File: src/rtl/avalon_st_pkg.sv
// Shared Avalon-ST definitions: default payload widths and the beat layout.
// Beat layout on the wire is {data, sop, eop, empty}, MSB first.
package avalon_st_pkg;

  localparam int unsigned ST_DATA_W    = 24;
  localparam int unsigned ST_EMPTY_W   = 2;
  localparam int unsigned ST_PAYLOAD_W = ST_DATA_W + 2 + ST_EMPTY_W;

  typedef struct packed {
    logic [ST_DATA_W-1:0]  data;
    logic                  sop;
    logic                  eop;
    logic [ST_EMPTY_W-1:0] empty;
  } st_beat_t;

endpackage

File: src/rtl/st_sync_fifo.sv
// Small synchronous first-word-fall-through FIFO.
// Ports:
//   clk, reset      : clock, synchronous active-high reset (clears pointers/count only)
//   wr_i, wr_data_i : push one entry
//   rd_i            : pop the head entry (caller guarantees count_o != 0)
//   rd_data_o       : head entry, combinational from storage
//   count_o         : current occupancy
//   count_next_c    : occupancy after this cycle's push/pop
module st_sync_fifo #(
  parameter int unsigned DEPTH = 4,
  parameter int unsigned WIDTH = 28
) (
  input  logic                       clk,
  input  logic                       reset,
  input  logic                       wr_i,
  input  logic [WIDTH-1:0]           wr_data_i,
  input  logic                       rd_i,
  output logic [WIDTH-1:0]           rd_data_o,
  output logic [$clog2(DEPTH):0]     count_o,
  output logic [$clog2(DEPTH):0]     count_next_c
);

  localparam int unsigned PTR_W = $clog2(DEPTH);
  localparam int unsigned CNT_W = PTR_W + 1;

  logic [WIDTH-1:0] mem_q [DEPTH];
  logic [PTR_W-1:0] wr_ptr_q, wr_ptr_d;
  logic [PTR_W-1:0] rd_ptr_q, rd_ptr_d;
  logic [CNT_W-1:0] count_q, count_d;

  // Pointer and occupancy update; pointers wrap naturally at DEPTH.
  always_comb begin
    wr_ptr_d = wr_ptr_q + PTR_W'(wr_i);
    rd_ptr_d = rd_ptr_q + PTR_W'(rd_i);
    count_d  = count_q + CNT_W'(wr_i) - CNT_W'(rd_i);
  end

  always_ff @(posedge clk) begin
    if (reset) begin
      wr_ptr_q <= '0;
      rd_ptr_q <= '0;
      count_q  <= '0;
    end else begin
      wr_ptr_q <= wr_ptr_d;
      rd_ptr_q <= rd_ptr_d;
      count_q  <= count_d;
    end
  end

  // Storage is deliberately not reset; it is only ever read behind count.
  always_ff @(posedge clk) begin
    if (wr_i && !reset) begin
      mem_q[wr_ptr_q] <= wr_data_i;
    end
  end

  assign rd_data_o    = mem_q[rd_ptr_q];
  assign count_o      = count_q;
  assign count_next_c = count_d;

  overflow_a: assert property (@(posedge clk) disable iff (reset)
    !(wr_i && !rd_i && (count_q == CNT_W'(DEPTH))));

  underflow_a: assert property (@(posedge clk) disable iff (reset)
    !(rd_i && (count_q == '0)));

endmodule

File: src/rtl/avalon_st_rl1_to_rl0_timing_adapter.sv
// Avalon-ST timing adapter: ready-latency-1 sink side to ready-latency-0 source side.
// Ports:
//   clk, reset                   : clock, synchronous active-high reset
//   in_ready                     : registered sink ready (readyLatency 1)
//   in_valid/data/sop/eop/empty  : upstream beat, honoured one cycle after in_ready
//   out_ready                    : downstream ready (readyLatency 0)
//   out_valid/data/sop/eop/empty : buffered head beat, first-word fall-through
module avalon_st_rl1_to_rl0_timing_adapter
  import avalon_st_pkg::*;
#(
  parameter int unsigned DEPTH   = 4,
  parameter int unsigned DATA_W  = ST_DATA_W,
  parameter int unsigned EMPTY_W = ST_EMPTY_W
) (
  input  logic               clk,
  input  logic               reset,
  output logic               in_ready,
  input  logic               in_valid,
  input  logic [DATA_W-1:0]  in_data,
  input  logic               in_startofpacket,
  input  logic               in_endofpacket,
  input  logic [EMPTY_W-1:0] in_empty,
  input  logic               out_ready,
  output logic               out_valid,
  output logic [DATA_W-1:0]  out_data,
  output logic               out_startofpacket,
  output logic               out_endofpacket,
  output logic [EMPTY_W-1:0] out_empty
);

  localparam int unsigned PAYLOAD_W = DATA_W + 2 + EMPTY_W;
  localparam int unsigned CNT_W     = $clog2(DEPTH) + 1;
  localparam int unsigned SUM_W     = CNT_W + 1;

  logic                 ready_d_q, ready_d_d;
  logic                 in_ready_q, in_ready_d;
  logic                 wr_c, rd_c;
  logic [CNT_W-1:0]     count, count_next;
  logic [PAYLOAD_W-1:0] wr_payload, rd_payload;

  // Handshake and credit: a beat may still land one cycle after in_ready,
  // so that outstanding credit is counted as if the slot were already used.
  always_comb begin
    wr_c       = in_valid && ready_d_q;
    rd_c       = out_valid && out_ready;
    wr_payload = {in_data, in_startofpacket, in_endofpacket, in_empty};
    ready_d_d  = in_ready_q;
    in_ready_d = ({1'b0, count_next} + SUM_W'(in_ready_q)) < SUM_W'(DEPTH);
  end

  always_ff @(posedge clk) begin
    if (reset) begin
      ready_d_q  <= 1'b0;
      in_ready_q <= 1'b0;
    end else begin
      ready_d_q  <= ready_d_d;
      in_ready_q <= in_ready_d;
    end
  end

  st_sync_fifo #(
    .DEPTH (DEPTH),
    .WIDTH (PAYLOAD_W)
  ) u_fifo (
    .clk          (clk),
    .reset        (reset),
    .wr_i         (wr_c),
    .wr_data_i    (wr_payload),
    .rd_i         (rd_c),
    .rd_data_o    (rd_payload),
    .count_o      (count),
    .count_next_c (count_next)
  );

  assign in_ready  = in_ready_q;
  assign out_valid = (count != '0);
  assign {out_data, out_startofpacket, out_endofpacket, out_empty} = rd_payload;

endmodule

File: config.mk
export PLATFORM = sky130hd
export DESIGN_NAME = avalon_st_rl1_to_rl0_timing_adapter
export DESIGN_NICKNAME = d
export VERILOG_FILES = /design/src/rtl/avalon_st_pkg.sv /design/src/rtl/st_sync_fifo.sv /design/src/rtl/avalon_st_rl1_to_rl0_timing_adapter.sv
export SDC_FILE = /design/constraint.sdc
export NUM_CORES = 1
export LEC_CHECK = 0
export BUFFER_PORTS_ARGS = -buffer_cell sky130_fd_sc_hd__buf_2
export CELL_PAD_IN_SITES_DETAIL_PLACEMENT = 0
export CELL_PAD_IN_SITES_GLOBAL_PLACEMENT = 1
export CORE_ASPECT_RATIO = 2
export CORE_UTILIZATION = 45
export CTS_CLUSTER_SIZE = 30
export DETAILED_ROUTE_END_ITERATION = 10
export GPL_ROUTABILITY_DRIVEN = 0
export MAX_ROUTING_LAYER = met4
export PLACE_DENSITY_LB_ADDON = 0.1
export SYNTH_ARGS = -nofsm -noshare
export SYNTH_HDL_FRONTEND = slang
export SYNTH_SLANG_ARGS = --single-unit
File: constraint.sdc
create_clock -name clk -period 12.4 [get_ports clk]
set_input_delay 2.48 -clock clk [delete_from_list [all_inputs] [get_ports clk]]
set_output_delay 2.48 -clock clk [all_outputs]
set_load 0.05 [all_outputs]
==> qor.txt, run 1 <==
Distinct cells, synth: 26
# DRC: 0
CTS tree: built
Max-Slew Margin vs Limit: 47.50%
Syn nets: 222
Worst hold stages: 1
Die height: 143.4 um
Via Count: 2123
Die area: 0.01042 mm2
Final min period: 4.785 ns
Cts bufs inserted: 17
Post-route setup TNS: 0 ns
Detailed Place HPWL: 5.316 mm
Initial Util: 46.36%
Skew-Pair Late Insertion Delay: 0.40 ns
Vias in the first global route: 2293
CTS-repair resized insts: 0
Final net count: 304
FF-to-FF End: in_ready
Max Freq: 0.2090 GHz
Crit-path max FO: 18
Sequential-to-total area share from yosys stat: 78.80%
Buf+Inv Stages, Crit Path: 2
Share of post-route cells with drive strength above 1: 46.10%
Hold Path End: ready_d_q
Final setup viols: 0
Area leader, netlist: edfxtp_1
Synth Cell Area: 0.004497 mm2
Worst Hold Launch: in_ready
Dpl ws: 7.983 ns
Clock Pin Slew Worst Setup and Hold Paths: 0.05 ns
Unrepaired setup endpoints after global routing: no
Final wirelength: 8.105 mm
# fillers: 752
Ys Warns: 0
Diode count: 0
RR Startpoint: u_fifo.count_o[1]
CTS root buffer: clkbuf_16
Worst EP required: 9.92 ns
PD cells: 224.3 mW/mm2
Startpoint Class: flip-flop
Clock Skews: 0.004324 ns
PnR worst setup slack: 7.615 ns
Synth top area cells: edfxtp_1, mux4_2, dfxtp_1
Outcome: complete, no violations
Hold-fix buffers at CTS: 0
Critical path's top delay family: buffers and inverters
Worst slew pin tran: 0.7863 ns
Max stage delay on crit path: 0.63 ns
DRT antenna net count: 0
Final-report hold violation count: 0
Max Slew Vio Count: 0
Worst path cell trace: buf_4 > mux4_2 > buf_2
Initial antenna violation count: 0
Yosys reg bits: 121
Router iterations before antenna repair: 4
Core Area: 0.009699 mm2
Syn-to-layout area delta: 25.29%
Post-synth ARST share: 0%
PortBufs: 61
Final period utilization: 38.59%
Clk sinks: 121
Gr usage total: 18.44%
Syn Area/Cell: 24.05 um2
Max clock buf depth: 2
Worst ir drop on vdd: 148.6 uV
Top post-synthesis cells by count: edfxtp_1, mux4_2, dfxtp_1, nor2b_1, nor2_1
Vias/cell: 5.128
Final cell count without fillers: 414
MaxCap Viol Count: 0
Tot Pwr: 1264 uW
Flop2flop setup slack: 10.32 ns
Largest net degree at the start of global routing: 19
Global-route wire length before repair: 12.71 mm
Most common cell in the netlist: edfxtp_1
Post-CTS Setup Bufs: 0
CP Data Arrival Time: 2.31 ns
Worst reg2reg path depth: 7
Iter 0 DRT Violations: 89
CP max stage cell: dfxtp_2
WS Path Type: reg2out
WL/cell: 19.58 um
Die X: 72.69 um
Inst Count DP: 382
Critical Path Sink Type: primary output
Synth top area share: 74.79%
Ports: 62
# rows: 51
Post-synth EDFFs: 112
Syn Inst Count: 187
Tightest Hold Check Type: reg2reg
Leakage: 0.001942 uW
Total gr overflow: 0
Main synth FF type: edfxtp_1
H-tree Lvls: 4
state kept, by name, indices dropped and copies added, names as in the netlist:
register,flops
in_ready,1
u_fifo.count_o,3
u_fifo.mem_q,112
u_fifo.wr_ptr_q,2
ready_d_q,1
u_fifo.rd_ptr_q,2
logic make-up after synthesis:
kind of cell | share of synthesized area [%]
adder cells (fa/ha/maj) | 1.002
flip-flops | 78.80
AO/OA/AOI/OAI | 1.085
buffers and inverters | 1.363
AND/OR/NAND/NOR | 2.143
multiplexers | 14.69
XOR/XNOR | 0.9182
layout by cell type (no fill, tap or decap), types with 2 or more instances in the layout:
cell type / count
edfxtp_1: 112
buf_2: 61
mux4_2: 27
clkbuf_16: 17
buf_4: 9
dfxtp_1: 8
clkinv_1: 7
nor2b_1: 6
bufinv_16: 5
nor2_1: 4
inv_1: 3
nor4b_2: 2
ha_1: 2
clkbuf_1: 2
worst reg2reg max path, cell delays in order, from the launching register on:
cell and delay (ns):
dfxtp_1 0.38, o31ai_2 0.38, xor2_1 0.20, ha_1 0.17, inv_1 0.05, fa_1 0.37, xor3_1 0.22, a311oi_2 0.24
layout make-up:
class	count	area (um2)	share of cell area, %
clock buffers	19	432.9	7.684
clock inverters	13	181.4	3.220
inverters	3	11.26	0.1999
multi-input cells	56	925.9	16.43
flip-flops and latches	121	3545	62.91
well taps	132	165.2	2.931
repair buffers	70	372.9	6.618
worst max path at each step:
stage / slack (ns) / endpoint / from / depth (start not counted)
2_1_floorplan: 6.22 / u_fifo.mem_q[1][0] / reset / 2
3_3_place_gp: 7.95 / out_empty[0] / u_fifo.rd_ptr_q[0] / 3
3_5_place_dp: 7.98 / out_empty[0] / u_fifo.rd_ptr_q[0] / 3
4_1_cts: 7.54 / out_empty[0] / u_fifo.rd_ptr_q[0] / 3
5_1_grt: 7.44 / out_empty[0] / u_fifo.rd_ptr_q[0] / 3
6_report: 7.61 / out_empty[0] / u_fifo.rd_ptr_q[0] / 3
per-stage QoR:
| stage | util [%] | hold WS, ns | cell area (um2) |
|---|---|---|---|
| after floorplan | - | 0.5242 | 4497 |
| after global placement | 51.75 | 0.5216 | 5020 |
| after detailed placement | 51.75 | 0.5181 | 5020 |
| after CTS | 58.09 | 0.5255 | 5634 |
| after global routing | 58.09 | 0.5344 | 5634 |
| final | 58.09 | 0.5130 | 5634 |
metal layers:
layer	routed length, um	GRT usage [%]	up-vias
li1	-	-	951
met1	3073	19.80	1102
met2	4611	30.84	60
met3	288	5.891	10
met4	131	8.050	0
met5	0	-	-
report_power, final:
group | internal, uW | switching, uW | total, uW
combinational | 97.8 | 176 | 274
sequential | 460 | 21.4 | 481
clock | 350 | 158 | 509
No activity file was read; power rests on OpenSTA's default activity.
==> inputs of run 2 (changes only) <==
- clock period: 12.4 -> 5 ns (I/O delays scaled with it)
==> qor.txt, run 2 (same netlist as run 1, synthesis figures left out) <==
Outcome: complete, no violations
Final wirelength: 8.057 mm
Skew-Pair Late Insertion Delay: 0.40 ns
Initial Util: 46.36%
Switching fraction of total power: 29.15%
Flop2flop setup slack: 2.91 ns
Die X: 72.69 um
Iter 0 DRT Violations: 78
Hold Path End: ready_d_q
DRT antenna net count: 0
PnR worst setup slack: 1.708 ns
# rows: 51
Final-report hold violation count: 0
RR Startpoint: u_fifo.count_o[1]
Core Area: 0.009699 mm2
Clock Pin Slew Worst Setup and Hold Paths: 0.05 ns
Final min period: 3.292 ns
WL/cell: 19.46 um
Share of post-route cells with drive strength above 1: 47.87%
Max Slew Vio Count: 0
# fillers: 747
Cts bufs inserted: 17
Leakage: 0.001925 uW
CTS root buffer: clkbuf_16
Tightest Hold Check Type: reg2reg
Dpl ws: 2.050 ns
Crit-path max FO: 18
Flop pwr share: 39.3%
Clock power frac: 38.3%
CTS tree: built
Die area: 0.01042 mm2
WS Path Type: reg2out
Global-route wire length before repair: 12.85 mm
Biggest register: u_fifo.mem_q
Largest net degree at the start of global routing: 19
Ports: 62
# DRC: 0
Unrepaired setup endpoints after global routing: no
Max clock buf depth: 2
Gr usage total: 18.62%
Worst Hold Launch: in_ready
Post-route setup TNS: 0 ns
Final period utilization: 65.84%
Via Count: 2091
Max-Slew Margin vs Limit: 48.02%
Clk sinks: 121
FF-to-FF End: in_ready
MaxCap Viol Count: 0
Router iterations before antenna repair: 4
Worst slew pin tran: 0.7785 ns
Worst ir drop on vdd: 350.5 uV
Max Freq: 0.3038 GHz
Vias/cell: 5.051
Die height: 143.4 um
Internal power: 2151 uW
Comb pwr share: 22.4%
Final setup viols: 0
H-tree Lvls: 4
Post-CTS Setup Bufs: 0
Vias in the first global route: 2279
Detailed Place HPWL: 5.385 mm
Hold-fix buffers at CTS: 0
Critical Path Sink Type: primary output
PortBufs: 61
Most frequent cells in the layout: edfxtp_1, buf_2, mux4_2
Most common cell after layout, fill and taps aside: edfxtp_1
Worst reg2reg path depth: 7
Max reg flops: 112
Worst hold stages: 1
CTS-repair resized insts: 0
PD cells: 542.5 mW/mm2
Initial antenna violation count: 0
Clock Skews: 0.007116 ns
Syn-to-layout area delta: 24.46%
Final net count: 304
Total gr overflow: 0
Worst EP required: 4.00 ns
Diode count: 0
CP Data Arrival Time: 2.29 ns
Startpoint Class: flip-flop
Sw Pwr: 884.8 uW
## run 2: changes by cell type in the layout (fill, tap and decap cells not counted), sizes merged
| cell | before | now |
|---|---|---|
| clkbuf | 19 | 24 |
| clkinv | 8 | 4 |
| bufinv | 5 | 2 |
| clkinvlp | 0 | 2 |
## run 2: worst max-delay path by stage
stage / startpoint / slack [ns] / to
after global routing: u_fifo.rd_ptr_q[0] / 1.54 / out_data[9]
after detailed placement: u_fifo.rd_ptr_q[0] / 2.05 / out_empty[0]
after floorplan: reset / 0.30 / u_fifo.mem_q[1][0]
final: u_fifo.rd_ptr_q[0] / 1.71 / out_empty[0]
after global placement: u_fifo.rd_ptr_q[0] / 2.03 / out_empty[0]
after CTS: u_fifo.rd_ptr_q[0] / 1.61 / out_empty[0]
## run 2: per-layer routing
metal	GRT usage, %	wire length, um	vias up
met5	-	0	-
met4	7.121	99	0
met3	6.452	290	9
met2	31.14	4531	63
met1	20.12	3134	1068
li1	-	-	951
## run 2: power by group through the flow
stage | Sequential, uW | Clock [uW] | Combinational [uW]
finish | 1190 | 1160 | 679
floorplan | 1190 | 0 | 571
global placement | 1220 | 0 | 691
detailed placement | 1220 | 0 | 691
CTS | 1200 | 1190 | 693
global route | 1200 | 1230 | 720
## run 2: area by class of cell
class                      count  area (um2)  area share [%]
clock inverter                 8       95.09           1.699
clock buffer                  24       481.7           8.607
multi-input combinational     56       925.9           16.54
timing repair buffer          70       372.9           6.662
tap                          132       165.2           2.951
sequential                   121        3545           63.34
inverter                       3       11.26          0.2012
## run 2: worst max-delay path, cell delays in order, from the launching register on
cell	delay, ns
dfxtp_2	0.63
buf_4	0.44
mux4_2	0.58
buf_2	0.23
## run 2: per-stage QoR
step / std cells / hold WS (ns) / instance area, um2 / total power [uW] / util, %
2_1_floorplan: 187 / 0.5242 / 4497 / 1764 / -
4_1_cts: 414 / 0.5331 / 5597 / 3074 / 57.70
6_report: 414 / 0.5151 / 5597 / 3036 / 57.70
3_3_place_gp: 382 / 0.5216 / 5020 / 1906 / 51.75
3_5_place_dp: 382 / 0.5198 / 5020 / 1907 / 51.75
5_1_grt: 414 / 0.5367 / 5597 / 3151 / 57.70
==> inputs of run 3 (changes only) <==
- clock period: 5 -> 3.36 ns (I/O delays scaled with it)
==> qor.txt, run 3 (same netlist as run 1, synthesis figures left out) <==
Outcome: complete, no violations
Max stage delay on crit path: 0.58 ns
Leakage: 0.001927 uW
Worst path cell trace: buf_12 > mux4_1 > buf_2
Worst Hold Launch: in_data[11]
Final cell count without fillers: 410
Met1 GRT Util: 17.75%
Total gr overflow: 0
Vias in the first global route: 2290
Initial antenna violation count: 0
Switching fraction of total power: 28.47%
PortBufs: 61
Unrepaired setup endpoints after global routing: no
Diode count: 0
Core Area: 0.009699 mm2
Initial Util: 46.36%
Final period utilization: 79.06%
Max Freq: 0.3765 GHz
Cts bufs inserted: 17
RR Startpoint: u_fifo.count_o[1]
Inst Count DP: 378
Syn-to-layout area delta: 24.57%
FF-to-FF End: in_ready
Worst hold stages: 1
Via Count: 2080
Crit-path max FO: 23
WS Path Type: reg2out
# rows: 51
Most frequent cells in the layout: edfxtp_1, buf_2, mux4_2
Placed Area: 0.005004 mm2
Final wirelength: 7.602 mm
Max reg flops: 112
Share of post-route cells with drive strength above 1: 47.84%
Hold Path End: u_fifo.mem_q[2][15]
Detailed Place HPWL: 4.400 mm
Vias/cell: 5.073
DRT antenna net count: 0
H-tree Lvls: 4
Sw Pwr: 1307 uW
Multi-input gate area: 925.9 um2
CTS-repair resized insts: 0
Worst ir drop on vdd: 512.7 uV
Startpoint Class: flip-flop
Max clock buf depth: 2
Hold WS: 0.4907 ns
Final net count: 300
CP Data Arrival Time: 1.98 ns
Met3 GRT Util: 5.610%
Tightest Hold Check Type: in2reg
Worst reg2reg path depth: 7
Router iterations before antenna repair: 6
CTS tree: built
Iter 0 DRT Violations: 135
Clk sinks: 121
Largest net degree at the start of global routing: 31
Worst EP required: 2.69 ns
Clock Skews: 0.005998 ns
Final setup viols: 0
CP max stage cell: mux4_1
Hold-fix buffers at CTS: 0
WL/cell: 18.54 um
Clock power frac: 39.2%
Biggest register: u_fifo.mem_q
Max-Slew Margin vs Limit: 45.15%
Sequential cell area: 0.003546 mm2
# fillers: 789
Skew-Pair Late Insertion Delay: 0.40 ns
Worst slew pin tran: 0.8228 ns
Flop2flop setup slack: 1.31 ns
PD cells: 819.9 mW/mm2
Final Util: 57.75%
Gr busiest metal: met2
Comb pwr share: 22.2%
# DRC: 0
Die X: 72.69 um
MaxCap Viol Count: 0
Die height: 143.4 um
Gr usage total: 17.01%
Final min period: 2.656 ns
CTS root buffer: clkbuf_16
Global-route wire length before repair: 11.81 mm
Met2 GRT Util: 28.23%
Design area: 0.005602 mm2
Ports: 62
Most common cell after layout, fill and taps aside: edfxtp_1
Clock Pin Slew Worst Setup and Hold Paths: 0.05 ns
Final-report hold violation count: 0
Critical Path Sink Type: primary output
Internal power: 3285 uW
Post-CTS Setup Bufs: 0
Flop pwr share: 38.6%
Max Slew Vio Count: 0
Die area: 0.01042 mm2
-- run 3: cell type report --
cell class | instances | share of cell area [%]
inverters | 3 | 0.2010
multi-input cells | 56 | 16.53
repair buffers | 66 | 6.344
clock inverters | 9 | 2.144
well taps | 132 | 2.948
clock buffers | 23 | 8.532
flip-flops and latches | 121 | 63.30
-- run 3: how the worst max path moves through the flow --
stage / startpoint / end / slack, ns / cells after the start
3_5_place_dp: in_valid / in_ready / 1.02 / 8
6_report: u_fifo.rd_ptr_q[0] / out_data[19] / 0.70 / 3
5_1_grt: u_fifo.rd_ptr_q[0] / out_data[19] / 0.59 / 3
3_3_place_gp: in_valid / in_ready / 1.06 / 8
2_1_floorplan: reset / u_fifo.mem_q[1][0] / -1.01 / 2
4_1_cts: u_fifo.rd_ptr_q[0] / out_data[19] / 0.65 / 3
-- run 3: power by group through the flow --
stage | clock [uW] | sequential, uW | combinational, uW
4_1_cts | 1830 | 1770 | 1040
6_report | 1800 | 1770 | 1020
5_1_grt | 1910 | 1780 | 1080
3_3_place_gp | 0 | 1800 | 1030
3_5_place_dp | 0 | 1800 | 1040
2_1_floorplan | 0 | 1780 | 851
-- run 3: per-stage QoR --
| stage | total power (uW) | setup slack, ns | setup TNS (ns) |
|---|---|---|---|
| after floorplan | 2626 | -1.010 | -77.62 |
| after global placement | 2835 | 1.064 | 0 |
| after detailed placement | 2839 | 1.024 | 0 |
| after CTS | 4646 | 0.6518 | 0 |
| after global routing | 4765 | 0.5871 | 0 |
| final | 4593 | 0.7037 | 0 |
-- run 3: worst max-delay path: cells and delay by family (launching register included) --
family,cells,cell delay [ns]
flops,1,0.51
mux,1,0.58
buf+inv,2,0.50
-- run 3: layer usage --
metal | part of all wire (%) | wire length (um)
met1 | 40 | 3051
met2 | 54 | 4112
met3 | 3.8 | 286
met4 | 2.0 | 152
met5 | 0 | 0
